File: config.mk
export PLATFORM = sky130hd
export DESIGN_NAME = if_stage
export DESIGN_NICKNAME = d
export VERILOG_FILES = /design/src/rtl/if_stage.sv
export SDC_FILE = /design/constraint.sdc
export NUM_CORES = 1
export LEC_CHECK = 0
export ABC_AREA = 1
export BUFFER_PORTS_ARGS = -buffer_cell sky130_fd_sc_hd__buf_2
export CORE_ASPECT_RATIO = 1.2
export CORE_MARGIN = 5
export CORE_UTILIZATION = 40
export DETAILED_ROUTE_END_ITERATION = 10
export GPL_ROUTABILITY_DRIVEN = 1
export GPL_TIMING_DRIVEN = 0
export PLACE_DENSITY = 0.66
export SKIP_LAST_GASP = 1
export SLEW_MARGIN = 20
export SYNTH_ARGS = -nofsm -noshare
export SYNTH_HDL_FRONTEND = slang
export SYNTH_SLANG_ARGS = --single-unit
File: constraint.sdc
create_clock -name clk -period 2.9 [get_ports clk]
set_clock_uncertainty 0.15 [all_clocks]
set_input_delay 0.435 -clock clk [delete_from_list [all_inputs] [get_ports clk]]
set_output_delay 0.435 -clock clk [all_outputs]
set_load 0.01 [all_outputs]
File: src/rtl/if_stage.sv
// rtl/if_stage.sv - instruction-fetch stage: PC register, IF/ID register, stall/branch handling
// Optional IF_BOUNDS_CHECK_EN: stop fetching and flag fetch_fault when PCaddr >= IMEM_DEPTH.
module if_stage #(
    parameter logic [15:0] RESET_PC   = 16'h0000,
    parameter int          IMEM_DEPTH = 64
) (
    input  logic        clk,
    input  logic        rst,
    input  logic        stall,
    input  logic        br_taken,
    input  logic [15:0] br_target,
    output logic [15:0] PCaddr,
    input  logic [15:0] Instr,
    output logic [15:0] ifid_instr,
    output logic [15:0] ifid_pc1,
    output logic        ifid_valid,
    output logic [15:0] fetch_count,
    output logic        fetch_fault
);

`ifdef IF_BOUNDS_CHECK_EN
    localparam logic BOUNDS_EN = 1'b1;
`else
    localparam logic BOUNDS_EN = 1'b0;
`endif

    logic [15:0] pc_plus1;
    logic        out_of_range;
    logic        bounds_stop;

    assign pc_plus1     = PCaddr + 16'd1;
    assign out_of_range = ({16'h0000, PCaddr} >= 32'(IMEM_DEPTH));
    // Constant-folds to 0 when the bounds check is compiled out.
    assign bounds_stop  = BOUNDS_EN & out_of_range;

    always_ff @(posedge clk or posedge rst) begin
        if (rst) begin
            PCaddr      <= RESET_PC;
            ifid_instr  <= 16'h0000;
            ifid_pc1    <= 16'h0000;
            ifid_valid  <= 1'b0;
            fetch_count <= 16'h0000;
        end else if (br_taken) begin
            // Redirect wins over stall; the wrong-path fetch becomes a bubble.
            PCaddr      <= br_target;
            ifid_instr  <= 16'h0000;
            ifid_pc1    <= 16'h0000;
            ifid_valid  <= 1'b0;
        end else if (stall) begin
            PCaddr      <= PCaddr;
        end else if (bounds_stop) begin
            ifid_instr  <= 16'h0000;
            ifid_pc1    <= 16'h0000;
            ifid_valid  <= 1'b0;
        end else begin
            PCaddr      <= pc_plus1;
            ifid_instr  <= Instr;
            ifid_pc1    <= pc_plus1;
            ifid_valid  <= 1'b1;
            fetch_count <= fetch_count + 16'd1;
        end
    end

`ifdef IF_BOUNDS_CHECK_EN
    always_ff @(posedge clk or posedge rst) begin
        if (rst) begin
            fetch_fault <= 1'b0;
        end else if (!br_taken && !stall && bounds_stop) begin
            fetch_fault <= 1'b1;
        end
    end
`else
    assign fetch_fault = 1'b0;
`endif

endmodule

After elaboration in Yosys (flattened, before gate mapping)
Cells that the tools add are included.
{"block": "totals", "ff_bits": 65, "inputBits": 36, "output_inout_bits": 66, "word_cells": 18}
{"block": "classes", "add_sub_neg": 2, "eq_ne": 1, "n_mux": 7, "n_bitwise": 2, "n_reduce_logical": 1}
{"operator": "2-to-1 mux 16 bit", "count": 5}
{"operator": "adder 16 x 1 -> 16 bit, second input constant", "count": 2}
{"operator": "2-to-1 mux 1 bit", "count": 2}
{"operator": "!= test 2 x 1 -> 1 bit, second input constant", "count": 1}
{"operator": "inverter 1 bit", "count": 2}
{"operator": "AND reduction 2 bit", "count": 1}

Logic depth before layout (Yosys ltp)
{"block": "depth", "word_depth": 3, "ltp_mapped": 9, "depth_no_buf": 9}

Least setup slack after synthesis
OpenSTA, ideal clock, no wires.
{"block": "synth_path", "path_type": "register to register", "startpoint": "register PCaddr[0]", "endpoint": "register PCaddr[10]", "setup_ps": 126, "arrival_ps": 1244, "t_required_ps": 2624, "setup_slack_ps": 1380, "stages_incl_launch_ff": 9, "n_path_buf": 0, "synth_period_minus_slack_ps": 1520, "path_cell_list": "dfrtp_1 ha_1 nand2_1 nor2_2 nand2_1 nor2_1 nand2_1 nand3_1 nand3_1"}
{"block": "synth_via", "elab_chain_cells": 3}
{"item": "start: declaration", "line_no": "12", "source": "output logic [15:0] PCaddr,"}
{"item": "start signal: assignment", "line_no": "45", "source": "PCaddr <= br_target;"}
{"item": "start signal: assignment", "line_no": "50", "source": "PCaddr <= PCaddr;"}
{"item": "start signal: assignment", "line_no": "56", "source": "PCaddr <= pc_plus1;"}
{"item": "adder 16 x 1 -> 16 bit", "line_no": "31", "source": "assign pc_plus1 = PCaddr + 16'd1;"}
{"item": "2-to-1 mux 16 bit", "line_no": "49", "source": "end else if (stall) begin"}
{"item": "2-to-1 mux 16 bit", "line_no": "43", "source": "end else if (br_taken) begin"}
No other way between the ends. The select of a mux whose other input is x is not followed.
A chain may end at the register's enable or synchronous reset.

Worst setup path in the final report
Ends and elaborated chain as after synthesis.

==> run metrics <==
final worst setup slack=1.18 ns; Via-to-Cell Ratio=4.85; worst slack, placed=1.19 ns; post-DP HPWL=5920 um; final setup vio count=0; Worst setup EP type=flop; Chip Width=89.5 um; Ant. Diodes=0; final slew viol count=0; Tcrit/Tclk final=between 50 and 60%; Clock Sinks=65; Synth-to-Final Area Change=28.5%; Synth Instances=357; clock tree buffer depth=2; crit path max fanout=6; Placer Congestion=0.813; commonest non-fill, non-tap cell in the layout=nand2_1; GRT Overall Usage=17.7%; Reg clk slew, reported paths=roughly 0.080 ns; TritonCTS clock tree=yes; Fillers=702; Worst setup SP type=flop; placed cells=547; Pwr per Cell Area=604 mW/mm2; row count=34; Yosys top cell area share=53.6%; data arrival time of the critical path=1.80 ns; proportion of layout cells with a drive suffix above 1=27.4%; synthesized area=0.00304 mm2; FF+latch area=0.00163 mm2; Starting Density=approximately two fifths; H-tree depth=3; pin count of the biggest net entering global routing=42; RSZ-0062 raised after global routing=no; antenna-violating nets left=0; total CTS buffers=9; area leader, netlist=dfrtp_1; Final Net Count=between 500 and 600; IO Pins=102; worst skew pair latency=0.35 ns; non-filler cells, final=564; die extent in y=105 um; max cap viols=0; Avg Synthesized Cell Area=about 8.5 um2; status=complete, no violations; GRT met2 Usage=29.7%; HP Class=in -> reg; drt drc=0; total wire length=7800 um; router iterations before antenna repair=4; initial antenna violation count=0; count of different cell masters after synthesis=26; initial DRC count=69; multi-input logic area=0.00120 mm2; WS Path Type=reg -> reg; Top Usage Layer GRT=met2; sequential fraction of the synthesis area=between 50 and 60%; f_max=around 580 MHz; M3 GR Usage=4.45%; placeable core area=0.00732 mm2; peak supply drop=372 uV; Final Hold Fails=0; Worst EP required=2.98 ns; WL/cell=13.8 um; met1 Resource Use GR=21.4%; syn_nets=395; Worst Tran Pin Value=around 0.54 ns; first-pass GRT wire length=around 13000 um; yosys synthesis warning count=0; post-layout min period=roughly 1.7 ns; vias in the first global route=approximately 2700; most frequent cells in the layout=nand2_1, buf_2, dfrtp_1; root buffer cell=clkbuf_8; Die ar.=0.00944 mm2; leakage=2.21 nW; count of state elements after synthesis=65; grt ovf=0; I/O Buffers=99; Post CTS Setup Buffer Count=0; Rel. slew slack=63.9%; vias=2736; top cells by area, synth=dfrtp_1, nand2_1, a22o_1
-- cell families (layout without fill, tap and decap cells) --
kind of cell	count (synthesis)	in the layout	synth area share, %
DFF	65	65	53.6
AOI/OAI and AO/OA	32	32	7.67
buffers and inverters	48	165	6.72
adders and majority gates	2	2	0.824
xor gates and xnor gates	10	10	2.89
other	1	1	0.124
and+or+nand+nor	199	199	28.2
-- metal layers --
| metal | vias to the layer above | wire [um] |
|---|---|---|
| met2 | 87 | 3860 |
| met5 | - | 0 |
| met3 | 10 | 544 |
| met1 | 1276 | 3260 |
| met4 | 0 | 138 |
| li1 | 1363 | - |
-- repair_timing --
action / in CTS / in global routing
endpoints found under the hold margin: 24 / 0
hold buffers: 1 / 0
gates resized for setup: 0 / 0
-- area by class of cell --
| cell class | instances | area share (%) |
|---|---|---|
| Tap cell | 90 | 2.89 |
| Timing Repair Buffer | 101 | 13.5 |
| Buffer | 11 | 1.67 |
| Clock buffer | 9 | 3.18 |
| Inverter | 37 | 3.62 |
| Multi-Input combinational cell | 244 | 30.9 |
| Sequential cell | 65 | 41.7 |
| Clock inverter | 7 | 2.60 |
-- sequential cells by signal (all words and copies together) (netlist names) --
name / cells
fetch_count: 16
ifid_instr: 16
ifid_pc1: 16
PCaddr: 16
ifid_valid: 1
-- worst paths after layout --
kind,start,endpoint,slack [ns],cells past startpoint
setup reg to reg,PCaddr[0],PCaddr[10],1.18,8
setup / recovery,PCaddr[0],PCaddr[10],1.18,8
hold / removal,br_target[1],PCaddr[1],0.15,3
max in group asynchronous,rst,fetch_count[1],1.62,4
min in group asynchronous,rst,fetch_count[3],0.45,3
hold reg to reg,ifid_pc1[4],ifid_pc1[4],0.33,2
-- report_power, final --
part | internal [mW] | switching (mW) | total [mW]
clock network | 0.494 | 0.394 | 0.888
logic | 0.161 | 0.216 | 0.376
registers | 0.993 | 0.0995 | 1.09
total | 1.65 | 0.709 | 2.36
-- Yosys cell counts --
| library cell | number |
|---|---|
| nand3_1 | 26 |
| nand3_4 | 1 |
| nor2_2 | 2 |
| ha_1 | 2 |
| nand2_1 | 128 |
| xor2_1 | 5 |
| nand3b_1 | 2 |
| clkbuf_1 | 4 |
| conb_1 | 1 |
| nand4_1 | 8 |
| a21oi_1 | 2 |
| a22oi_1 | 1 |
| o21ai_0 | 9 |
| a22o_1 | 16 |
| nor2_4 | 1 |
| nor2_1 | 26 |
| dfrtp_1 | 65 |
| inv_1 | 37 |
| nor3_1 | 3 |
| nor2_8 | 1 |
| o211ai_1 | 4 |
| buf_4 | 1 |
| or2_2 | 1 |
| buf_6 | 2 |
| buf_2 | 4 |
| xnor2_1 | 5 |
-- worst max-delay path, cell delays in order (launching register included) --
cell and delay, ns:
dfrtp_1 0.44, ha_1 0.21, nand2_1 0.09, nor2_2 0.23, nand2_1 0.11, nor2_1 0.13, nand2_1 0.07, nand3_1 0.10
nand3_1 0.09
-- stage by stage --
stage | total power [mW] | hold slack [ns] | utilization, % | cell area [um2] | TNS, ns
finish | 2.36 | 0.146 | 53.3 | 3900 | 0
global route | 2.49 | 0.148 | 53.3 | 3900 | 0
CTS | 2.39 | 0.134 | 53.3 | 3900 | 0
detailed placement | 1.49 | 0.282 | 50.1 | 3670 | 0
global placement | 1.48 | 0.304 | 49.8 | 3640 | -11.94
floorplan | 1.31 | 0.359 | - | 3040 | 0
Power figures use the tool's default switching activity.
